$ cat src/rtl/run_seq_pkg.sv
// Shared types, default widths and the state-to-output decode for the run sequencer.
package run_seq_pkg;

    localparam int DEF_ADDR_W     = 8;
    localparam int DEF_DATA_W     = 8;
    localparam int DEF_CNT_W      = 16;
    localparam int DEF_MAX_CYCLES = 4096;

    typedef enum logic [2:0] {
        ST_IDLE  = 3'd0,
        ST_START = 3'd1,
        ST_RUN   = 3'd2,
        ST_DRAIN = 3'd3,
        ST_DONE  = 3'd4,
        ST_FAULT = 3'd5
    } run_state_t;

    typedef struct packed {
        logic host_gnt;
        logic core_sel;
        logic core_run;
        logic core_rst;
        logic done;
        logic timeout;
    } run_outs_t;

    localparam run_outs_t OUTS_IDLE = '{host_gnt: 1'b1, core_sel: 1'b0, core_run: 1'b0,
                                        core_rst: 1'b0, done: 1'b0, timeout: 1'b0};

    function automatic run_outs_t decode_outputs(input run_state_t s);
        run_outs_t o;
        o = OUTS_IDLE;
        case (s)
            ST_IDLE:  o = OUTS_IDLE;
            ST_START: begin o.host_gnt = 1'b0; o.core_rst = 1'b1; end
            ST_RUN:   begin o.host_gnt = 1'b0; o.core_sel = 1'b1; o.core_run = 1'b1; end
            ST_DRAIN: begin o.host_gnt = 1'b0; o.core_sel = 1'b1; end
            ST_DONE:  begin o.done = 1'b1; end
            ST_FAULT: begin o.done = 1'b1; o.timeout = 1'b1; end
            default:  o = OUTS_IDLE;
        endcase
        return o;
    endfunction

endpackage

$ cat src/rtl/run_cycle_counter.sv
// Saturating RUN-cycle counter with synchronous clear and watchdog limit compare.
module run_cycle_counter
    import run_seq_pkg::*;
#(
    parameter int CNT_W      = DEF_CNT_W,
    parameter int MAX_CYCLES = DEF_MAX_CYCLES
) (
    input  logic             clk,
    input  logic             rst_n,
    input  logic             clr,
    input  logic             en,
    output logic [CNT_W-1:0] count,
    output logic             at_limit
);

    localparam logic [CNT_W-1:0] ALL_ONES = {CNT_W{1'b1}};
    localparam logic [CNT_W-1:0] ONE      = {{(CNT_W-1){1'b0}}, 1'b1};
    localparam logic [CNT_W-1:0] LIMIT    = CNT_W'(MAX_CYCLES - 1);
    localparam logic             WDOG_ON  = (MAX_CYCLES != 0);

    logic [CNT_W-1:0] count_r;

    // Counter register: clear wins over enable, increment stops at all-ones.
    always_ff @(posedge clk or negedge rst_n) begin
        if (!rst_n) begin
            count_r <= {CNT_W{1'b0}};
        end else if (clr) begin
            count_r <= {CNT_W{1'b0}};
        end else if (en && (count_r != ALL_ONES)) begin
            count_r <= count_r + ONE;
        end else begin
            count_r <= count_r;
        end
    end

    assign count    = count_r;
    assign at_limit = WDOG_ON && (count_r == LIMIT);

endmodule

$ cat src/rtl/run_sequencer.sv
// Run controller for the 9-bit core: host/core data-memory arbitration, core reset
// pulse, run enable, program-done detection and cycle-budget watchdog.
module run_sequencer
    import run_seq_pkg::*;
#(
    parameter int ADDR_W     = DEF_ADDR_W,
    parameter int DATA_W     = DEF_DATA_W,
    parameter int CNT_W      = DEF_CNT_W,
    parameter int MAX_CYCLES = DEF_MAX_CYCLES
) (
    input  logic              clk,
    input  logic              reset,
    input  logic              req,
    input  logic              program_done,
    input  logic              host_wr_en,
    input  logic [ADDR_W-1:0] host_addr,
    input  logic [DATA_W-1:0] host_wdata,
    output logic [DATA_W-1:0] host_rdata,
    output logic              host_gnt,
    input  logic              core_wr_en,
    input  logic [ADDR_W-1:0] core_addr,
    input  logic [DATA_W-1:0] core_wdata,
    output logic [DATA_W-1:0] core_rdata,
    output logic              mem_wr_en,
    output logic [ADDR_W-1:0] mem_addr,
    output logic [DATA_W-1:0] mem_wdata,
    input  logic [DATA_W-1:0] mem_rdata,
    output logic              core_rst,
    output logic              core_run,
    output logic              done,
    output logic              timeout,
    output logic [CNT_W-1:0]  cycle_count
);

    run_state_t state_r;
    run_state_t state_s;
    run_outs_t  outs_r;
    logic       at_limit_s;

    run_cycle_counter #(
        .CNT_W      (CNT_W),
        .MAX_CYCLES (MAX_CYCLES)
    ) u_counter (
        .clk      (clk),
        .rst_n    (reset),
        .clr      (state_r == ST_START),
        .en       (state_r == ST_RUN),
        .count    (cycle_count),
        .at_limit (at_limit_s)
    );

    // State register.
    always_ff @(posedge clk or negedge reset) begin
        if (!reset) begin
            state_r <= ST_IDLE;
        end else begin
            state_r <= state_s;
        end
    end

    // Next-state logic; program_done takes priority over the watchdog on the same edge.
    always_comb begin
        state_s = state_r;
        case (state_r)
            ST_IDLE:  if (req) state_s = ST_START; else state_s = ST_IDLE;
            ST_START: state_s = ST_RUN;
            ST_RUN: begin
                if (program_done) begin
                    state_s = ST_DRAIN;
                end else if (at_limit_s) begin
                    state_s = ST_FAULT;
                end else begin
                    state_s = ST_RUN;
                end
            end
            ST_DRAIN: state_s = ST_DONE;
            ST_DONE:  if (!req) state_s = ST_IDLE; else state_s = ST_DONE;
            ST_FAULT: if (!req) state_s = ST_IDLE; else state_s = ST_FAULT;
            default:  state_s = ST_IDLE;
        endcase
    end

    // Output flops track the decode of the state being entered, so they always equal
    // the decode of state_r without a combinational path from the state register.
    always_ff @(posedge clk or negedge reset) begin
        if (!reset) begin
            outs_r <= OUTS_IDLE;
        end else begin
            outs_r <= decode_outputs(state_s);
        end
    end

    assign host_gnt = outs_r.host_gnt;
    assign core_run = outs_r.core_run;
    assign core_rst = outs_r.core_rst;
    assign done     = outs_r.done;
    assign timeout  = outs_r.timeout;

    // Grant-qualified write enables make dropped writes silent; neither side stalls.
    assign mem_addr   = outs_r.core_sel ? core_addr  : host_addr;
    assign mem_wdata  = outs_r.core_sel ? core_wdata : host_wdata;
    assign mem_wr_en  = (outs_r.host_gnt & host_wr_en) | (outs_r.core_run & core_wr_en);
    assign host_rdata = mem_rdata;
    assign core_rdata = mem_rdata;

endmodule
$ cat config.mk
export PLATFORM = sky130hd
export DESIGN_NAME = run_sequencer
export DESIGN_NICKNAME = d
export VERILOG_FILES = /design/src/rtl/run_seq_pkg.sv /design/src/rtl/run_cycle_counter.sv /design/src/rtl/run_sequencer.sv
export SDC_FILE = /design/constraint.sdc
export NUM_CORES = 1
export LEC_CHECK = 0
export BUFFER_PORTS_ARGS = -buffer_cell sky130_fd_sc_hd__buf_2
export CORE_MARGIN = 8
export CORE_UTILIZATION = 38
export CTS_CLUSTER_SIZE = 30
export DETAILED_ROUTE_END_ITERATION = 8
export GPL_TIMING_DRIVEN = 0
export PLACE_DENSITY = 0.76
export SYNTH_ARGS = -nofsm -noshare
export SYNTH_HDL_FRONTEND = slang
export SYNTH_SLANG_ARGS = --single-unit
$ cat constraint.sdc
create_clock -name clk -period 1.9 [get_ports clk]
set_clock_uncertainty 0.1 [all_clocks]
set_input_delay 0.19 -clock clk [delete_from_list [all_inputs] [get_ports clk]]
set_output_delay 0.19 -clock clk [all_outputs]
set_load 0.01 [all_outputs]
# Yosys cells after proc, flatten, opt, wreduce, memory -nomap -nowiden
# Index checks and enable logic that the tools add are counted.
[op_classes]
n_mux = 16
n_eq_ne = 12
bitwise_logic = 3
reduce_logical = 6
addsub = 1
[ops]
columns = ["operator", "count"]
rows = [
  ["2-to-1 mux 16 bit", 2],
  ["case mux 3 bit (6 select lines)", 1],
  ["adder 16 x 1 -> 16 bit, second input constant", 1],
  ["equality test 16 x 12 -> 1 bit, second input constant", 1],
  ["2-to-1 mux 8 bit", 2],
  ["!= test 16 bit, second input constant", 1],
  ["equality test 3 x 2 -> 1 bit, second input constant", 4],
  ["equality test 3 bit, second input constant", 4],
  ["2-to-1 mux 3 bit", 4],
  ["2-to-1 mux 1 bit", 7],
  ["equality test 3 x 1 -> 1 bit, second input constant", 2],
  ["OR reduction 2 bit", 2],
  ["logical NOT 3 bit", 1],
  ["OR reduction 3 bit", 1],
  ["AND 1 bit", 2],
  ["nonzero test 2 bit", 1],
  ["logical AND 1 bit", 1],
  ["OR 1 bit", 1],
]
[word_totals]
inputBits = 46
out_inout_bits = 54
regBits = 25
word_cells = 46

# Depth between registers and ports, before layout
# Gate-level depths: netlist of the first run.
[logic_depth]
word_depth = 7
depth_mapped = 6
ltp_nobuf = 5

# Modules after synthesis
# From an unflattened synthesis of the first run, not the netlist that was laid out.
[hier_totals]
cells_unflattened = 162
hier_area_um2 = 1671.6
[by_module_without_submodules]
columns = ["mod", "instances", "area_per_inst_um2", "cells_each", "seq_area_each_um2"]
rows = [
  ["run_cycle_counter", 1, 927.1, 93, 400.4],
  ["run_sequencer", 1, 744.5, 69, 226.5],
]

# Least setup slack after synthesis of the first run
# Ideal clock, no wire load.
[synth_path]
path_type = "register to register"
start = "reg state_r[2]"
end = "reg u_counter.count_r[13], in the netlist u_counter.count[13]"
path_stages_with_launch = 5
t_arrival_ps = 1956
setup_time_ps = 78
path_buffers = 0
required_time_ps = 1722
period_less_slack_ps = 2134
setup_slack_ps = -234
path_cell_list = "dfrtp_1 or3b_4 or4_4 or4_1 a21oi_1"
[synth_via]
elab_chain_cells = 3
elab_cells_between_ends = 5
classes_between = "eq/ne: 2; mux: 1; reduce/logical: 2"
[synth_lines]
columns = ["item", "line_no", "text"]
rows = [
  ["start: declaration", "run_sequencer.sv:35", "run_state_t state_r;"],
  ["start signal: assignment", "run_sequencer.sv:57", "state_r <= state_s;"],
  ["equality test 3 x 2 -> 1 bit", "run_sequencer.sv:47", ".en (state_r == ST_RUN),"],
  ["logical AND 1 bit", "run_cycle_counter.sv:29", "end else if (en && (count_r != ALL_ONES)) begin"],
  ["nonzero test 2 bit (no source line)", "--", ""],
  ["end signal: assignment", "run_cycle_counter.sv:28", "count_r <= {CNT_W{1'b0}};"],
  ["end signal: assignment", "run_cycle_counter.sv:30", "count_r <= count_r + ONE;"],
  ["end signal: assignment", "run_cycle_counter.sv:32", "count_r <= count_r;"],
  ["end: declaration", "run_cycle_counter.sv:21", "logic [CNT_W-1:0] count_r;"],
]
# Several ways; a longest one is shown, not always the timed one.
# A chain may end at the register's enable or synchronous reset.

# Final worst setup path of the first run
[layout_path]
start = "reg state_r[0]"
end = "reg u_counter.count_r[13], in the netlist u_counter.count[13]"
# Same word-level chain as after synthesis.

==> results of run 1 <==
## per-layer routing
| metal | part of all wire | GRT usage | wire (µm) |
|---|---|---|---|
| met5 | 0 | 0 | 0 |
| met4 | 0.015 | 0.0593 | 76 |
| met3 | 0.070 | 0.0383 | 350 |
| met2 | 0.56 | 0.258 | 2810 |
| met1 | 0.35 | 0.158 | 1770 |
## power by group through the flow
| stage | registers (µW) | logic (µW) | clock network, µW |
|---|---|---|---|
| after floorplan | 757 | 588 | 0 |
| after global placement | 736 | 936 | 0 |
| after detailed placement | 741 | 955 | 0 |
| after CTS | 737 | 1030 | 327 |
| after global routing | 751 | 1230 | 347 |
| final | 737 | 1130 | 321 |
## cell type report
type                       instances  area (µm²)
fill                             351        1610
multi-input combinational        105         855
sequential                        25         633
timing repair buffer             107         578
buffer                            20         143
tap                               50        62.6
clock buffer                       3        41.3
inverter                           5        18.8
clock inverter                     1        5.00
## logic make-up (layout without fill, tap and decap cells)
| family | count (synthesis) | after routing | synth area share |
|---|---|---|---|
| AO/OA/AOI/OAI | 38 | 38 | 0.168 |
| adder cells (fa/ha/maj) | 1 | 1 | 0.00814 |
| buffers and inverters | 26 | 136 | 0.103 |
| flip-flops | 25 | 25 | 0.408 |
| multiplexers | 18 | 18 | 0.130 |
| AND/OR/NAND/NOR | 48 | 48 | 0.184 |
## what timing repair did
| action | CTS | global route |
|---|---|---|
| pin swaps | 4 | 7 |
| hold endpoints to repair | 24 | 0 |
| hold buffers | 1 | 0 |
| setup endpoints to repair | 34 | 30 |
| buffers inserted | 4 | 11 |
| gates resized for setup | 12 | 15 |
## through the flow
stage	setup WS, ns	hold WS (ns)	TNS (ns)	cell area (µm²)	total power (µW)
3_3_place_gp	-0.293	0.118	-3.47	2070	1670
2_1_floorplan	-0.0536	-0.206	-0.134	1550	1340
3_5_place_dp	-0.352	0.113	-4.21	2070	1700
6_report	-0.137	0.0241	-0.308	2340	2190
4_1_cts	-0.162	0.0188	-0.400	2200	2100
5_1_grt	-0.195	0.0119	-0.957	2340	2330
## worst paths after layout
| check | endpoint | depth (start not counted) |
|---|---|---|
| setup / recovery | u_counter.count[13] | 4 |
| hold / removal | core_run | 2 |
| setup reg to reg | u_counter.count[13] | 4 |
| hold reg to reg | u_counter.count[15] | 1 |
| max in group asynchronous | u_counter.count[4] | 2 |
| min in group asynchronous | timeout | 2 |
## state kept, by name, indices dropped and copies added (netlist names)
signal / count
core_rst: 1
u_counter.count: 16
done: 1
state_r: 3
core_run: 1
outs_r: 1
host_gnt: 1
timeout: 1
## cell usage in the layout (no fill, tap or decap), types with 2 or more instances in the layout
master / n
buf_2: 91
buf_4: 32
dfrtp_1: 19
mux2_2: 16
nand3_1: 9
nand2_1: 8
o31ai_1: 8
o21ai_0: 6
nand4_1: 5
inv_1: 5
o211ai_1: 5
dfrtp_2: 5
a21oi_1: 4
nor2_1: 3
or4_4: 3
clkbuf_8: 3
or4_1: 2
nor4_4: 2
nor3b_1: 2
o21ai_1: 2
a21o_1: 2
mux2i_1: 2
o41ai_1: 2
a21oi_2: 2
o21a_1: 2
or3_1: 2
## worst max-delay path: stages, from the launching register on
cell and delay [ns]:
dfrtp_2 0.42, or3b_4 0.43, or4_4 0.46, or4_4 0.43, a21oi_2 0.13
==> metrics.yaml, run 1 <==
synthesis:
  postSynthRegisterBits: 25
  post_synth_main_area_contributors: "dfrtp_1, mux2_2, buf_4"
  sequential_area_share_after_synthesis: 0.408
  synth_area_per_cell_um2: 9.86
  yosysTopAreaCell: "dfrtp_1"
  post_synth_top_area_share: 0.391
  yosysWarningCount: 0
  dominantRegCellSynth: "dfrtp_1"
  yosysUniqueCellTypes: 37
  ys_async_sr_fraction: 1.00
  synth_nets: 203
  synth_edf_count: 0
  syn_area_um2: 1540
  synth_cells: 156
  cell_with_the_most_instances_after_synthesis: "dfrtp_1"
  synth.top_cells.by_count: "dfrtp_1, buf_4, mux2_2, nand3_1"
pwr:
  sw_ratio: 0.379
  power.share.combinational: 0.516
  irDropWorstVdd_v: 0.000532
  seq_power_share: 0.337
  power_leakage_uw: 0.00114
  share_clk_of_total_power: 0.147
  switching_power_uw: 828
  p_int_uw: 1360
  power_per_cell_area_nw_per_um2: 936
clocking:
  cts.root.buffer_cell: "clkbuf_8"
  cts.clk_slew.worst_paths_ns: 0.09
  clock_insertion_delay_worst_skew_ns: 0.27
  h-tree-depth: 1
  cts_tree: "built"
  cts-root-to-sink-buffers: 2
  cts_buffer_count: 3
  numClockSinks: 25
critical_path:
  worst_setup_path_startpoint: "state_r[0]"
  cp_max_fo: 5
  critical_path_rt_ns: 2.00
  startpoint_type: "register"
  timing.setup.critical_path_class: "register to register"
  rr_startpoint: "state_r[0]"
  worstSetupEndpointType: "register"
  r2r_setup_slack_ns: -0.14
  timing.critical_path.arrival_ns: 2.14
routing:
  initialDrtViolationCount: 86
  post-route-drc-count: 0
  post_drt_antenna_nets: 0
  routed_wire_length_per_instance_um: 15.8
  first_pass_iters: 4
  vias: 1660
  detail_route.wirelength_mm: 5.00
  vias_per_cell: 5.25
die:
  core-area_um2: 3940
  floorplan.die_area_um2: 6340
  floorplan.die.height_um: 79.6
  core.rowCount: 23
  num_io_pins: 100
  die_w_um: 79.6
  initial_utilization: 0.390
sta:
  tightest_slew_ns: 0.546
  finalHoldViolations: 0
  finalWorstSetupSlack_ns: -0.137
  finalWorstPathRequiredPeriod_ns: 2.04
  final.period_utilization: 1.07
  rel_slew_slack: 0.636
  finalMaxSlewViolations: 0
  setup_viol: 4
  rsz0062_at_grt: "yes"
  fmaxAchievable_ghz: 0.491
place:
  place_congestion: 0.794
  hpwl_mm: 3.71
  port_buffers: 91
  place.detailed.instances: 297
global_routing:
  largest_net_degree_at_the_start_of_global_routing: 26
  grt_pass1_vias: 1610
  grt_antenna_before_repair: 0
  grt_pass1_wl_mm: 7.50
  global_route.overflow_total: 0
  grt.total_usage: 0.145
final_layout:
  fraction_of_layout_cells_with_a_size_suffix_above_1: 0.620
  num_antenna_cells: 0
  design.final.nets: 314
  fin_util: 0.593
  finalNonFillerCells: 316
  layout-area-overhead-vs-synth_pct: 51.9
status:
  status: "complete, but fails checks"
  violations: "setup timing"
worst_hold_path:
  timing.hold.worst.class: "input pin to register"
  hold_path_startpoint: "program_done"
job:
  maxCapViolations: 0
No activity file was read; power rests on OpenSTA's default activity.
==> inputs of run 2 (changes only) <==
Settings changed: CELL_PAD_IN_SITES_DETAIL_PLACEMENT from default to 1, CELL_PAD_IN_SITES_GLOBAL_PLACEMENT from default to 1, CORE_UTILIZATION 38 to 27, PLACE_DENSITY 0.76 to default, PLACE_DENSITY_LB_ADDON from default to 0.1.
==> metrics.yaml, run 2 (same netlist as run 1, synthesis figures left out) <==
status:
  status: "complete, but fails checks"  # unchanged
  violations: "setup timing"  # unchanged
clocking:
  h-tree-depth: 1  # unchanged
  cts_tree: "built"  # unchanged
  numClockSinks: 25  # unchanged
  cts_buffer_count: 3  # unchanged
  cts-root-to-sink-buffers: 2  # unchanged
  clock_insertion_delay_worst_skew_ns: 0.28  # was 0.27 ns
  cts.clk_slew.worst_paths_ns: 0.10  # was 0.09 ns
  cts.root.buffer_cell: "clkbuf_8"  # unchanged
final_layout:
  final_area_um2: 2360  # was 2340 µm²
  layout-area-overhead-vs-synth_pct: 53.4  # was 51.9%
  design.final.nets: 314  # unchanged
  leading_cell_type_in_the_layout_fill_and_taps_excluded: "buf_2"  # unchanged
  fin_util: 0.428  # was 0.593
  fraction_of_layout_cells_with_a_size_suffix_above_1: 0.617  # was 0.620
  largest_register_ffs: 16  # unchanged
  most_used_cells_in_the_layout_excluding_fill_and_tap_cells: "buf_2, buf_4, dfrtp_1, mux2_2, nand3_1"  # unchanged
  num_antenna_cells: 0  # unchanged
  fillers: 682  # was 351
  finalNonFillerCells: 338  # was 316
critical_path:
  r2r_setup_slack_ns: -0.15  # was -0.14 ns
  r2r-end: "u_counter.count[13]"  # unchanged
  rr_startpoint: "state_r[1]"  # was state_r[0]
  timing.critical_path.arrival_ns: 2.15  # was 2.14 ns
  startpoint_type: "register"  # unchanged
  critical_path_rt_ns: 2.00  # about the same
  max_stage_delay_ns: 0.47  # was 0.46 ns
  crit_family: "simple AND/OR/NAND/NOR gates"  # unchanged
  critical_path_buf_inv_count: 0  # unchanged
  worstSetupEndpointType: "register"  # unchanged
  timing.setup.critical_path_class: "register to register"  # unchanged
  slowest_cell_on_the_critical_path: "or4_4"  # unchanged
  cp_max_fo: 5  # unchanged
  crit_path_frequent_cell: "or4_4"  # unchanged
  crit_path_cell_trace: "or3b_4 > or4_4 > or4_4 > a21oi_2"  # unchanged
  worstRegToRegCells: 4  # unchanged
global_routing:
  largest_net_degree_at_the_start_of_global_routing: 26  # unchanged
  grt_pass1_vias: 1746  # was 1,610
  grt_pass1_wl_mm: 9.14  # was 7.50 mm
  global_route.overflow_total: 0  # unchanged
  grt_antenna_before_repair: 0  # unchanged
  grt.total_usage: 0.131  # was 0.145
place:
  dpl_worst_slack_ns: -0.404  # was -0.352 ns
  hpwl_mm: 4.32  # was 3.71 mm
  place_congestion: 0.734  # was 0.794
  place.detailed.instances: 319  # was 297
  placedInstanceArea_um2: 2100  # was 2070 µm²
  port_buffers: 91  # unchanged
sta:
  setup_viol: 4  # unchanged
  finalMaxSlewViolations: 0  # unchanged
  tightest_slew_ns: 0.579  # was 0.546 ns
  finalWorstSetupSlack_ns: -0.149  # was -0.137 ns
  finalHoldViolations: 0  # unchanged
  rsz0062_at_grt: "yes"  # unchanged
  rel_slew_slack: 0.614  # was 0.636
  fmaxAchievable_ghz: 0.488  # was 0.491 GHz
  final.period_utilization: 1.08  # was 1.07
  finalWorstPathRequiredPeriod_ns: 2.05  # was 2.04 ns
routing:
  detail_route.wirelength_mm: 5.69  # was 5.00 mm
  routed_wire_length_per_instance_um: 16.8  # was 15.8 µm
  post-route-drc-count: 0  # unchanged
  vias_per_cell: 4.86  # was 5.25
  first_pass_iters: 4  # unchanged
  post_drt_antenna_nets: 0  # unchanged
  vias: 1642  # was 1,660
  initialDrtViolationCount: 53  # was 86
worst_hold_path:
  whs_path_depth: 2  # unchanged
  hold_path_startpoint: "program_done"  # unchanged
  whs_endpoint: "core_run"  # unchanged
  timing.hold.worst.class: "input pin to register"  # unchanged
die:
  die_w_um: 91.5  # was 79.6 µm
  floorplan.die.height_um: 91.5  # was 79.6 µm
  floorplan.die_area_um2: 8370  # was 6340 µm²
  core.rowCount: 27  # was 23
  initial_utilization: 0.279  # was 0.390
  num_io_pins: 100  # unchanged
  core-area_um2: 5510  # was 3940 µm²
pwr:
  power_leakage_uw: 0.00115  # was 0.00114 µW
  power_per_cell_area_nw_per_um2: 944  # was 936 nW/µm²
  report.power.total_uw: 2230  # was 2190 µW
  irDropWorstVdd_v: 0.000573  # was 0.000532 V
job:
  maxCapViolations: 0  # unchanged
[run 2: cell count changes in the layout (fill, tap and decap cells not counted), sizes merged]
cell / previous run / this run
clkbuf: 5 / 6
buf: 124 / 123
clkinv: 1 / 0
clkinvlp: 0 / 1
[run 2: cell type report]
cell class	instances	area, µm²	share of cell area
clock inverter	1	7.51	0.00318
multi-input combinational	105	847	0.359
timing repair buffer	107	578	0.245
inverter	5	18.8	0.00796
clock buffer	3	41.3	0.0175
sequential	25	633	0.268
tap	72	90.1	0.0382
buffer	20	143	0.0605
[run 2: through the flow]
step,hold slack (ns),setup TNS (ns)
global route,0.0387,-1.48
finish,0.0301,-0.387
CTS,0.0186,-0.426
floorplan,-0.206,-0.134
global placement,0.138,-5.20
detailed placement,0.132,-5.21
[run 2: layer usage]
metal  GRT usage  wire length (µm)  part of all wire
met1       0.152              2380              0.42
met2       0.236              2910              0.51
met3      0.0387               379             0.067
met5           0                 0                 0
met4      0.0164                17            0.0030
[run 2: how the worst max path moves through the flow]
| stage | startpoint | cells past startpoint | slack, ns | endpoint |
|---|---|---|---|---|
| after floorplan | state_r[0] | 4 | -0.05 | u_counter.count[13] |
| after global placement | u_counter.count[0] | 5 | -0.37 | host_gnt |
| after detailed placement | u_counter.count[0] | 5 | -0.40 | host_gnt |
| after CTS | state_r[0] | 4 | -0.14 | u_counter.count[13] |
| after global routing | state_r[1] | 4 | -0.23 | u_counter.count[13] |
| final | state_r[1] | 4 | -0.15 | u_counter.count[13] |
[run 2: where the power goes]
part	total, µW	internal [µW]	switching [µW]
clock	336	149	187
sequential	745	649	95.6
combinational	1150	576	570
[run 2: worst register-to-register path, stage by stage (launching register included)]
cell     delay, ns
dfrtp_1       0.41
or3b_4        0.42
or4_4         0.47
or4_4         0.44
a21oi_2       0.13
[run 2: what timing repair did]
action,in CTS,in global routing
pin swaps,5,1
setup endpoints to repair,34,31
hold buffers,1,0
hold endpoints to repair,24,0
setup buffers,10,5
resized for setup,14,8
cloned,0,0
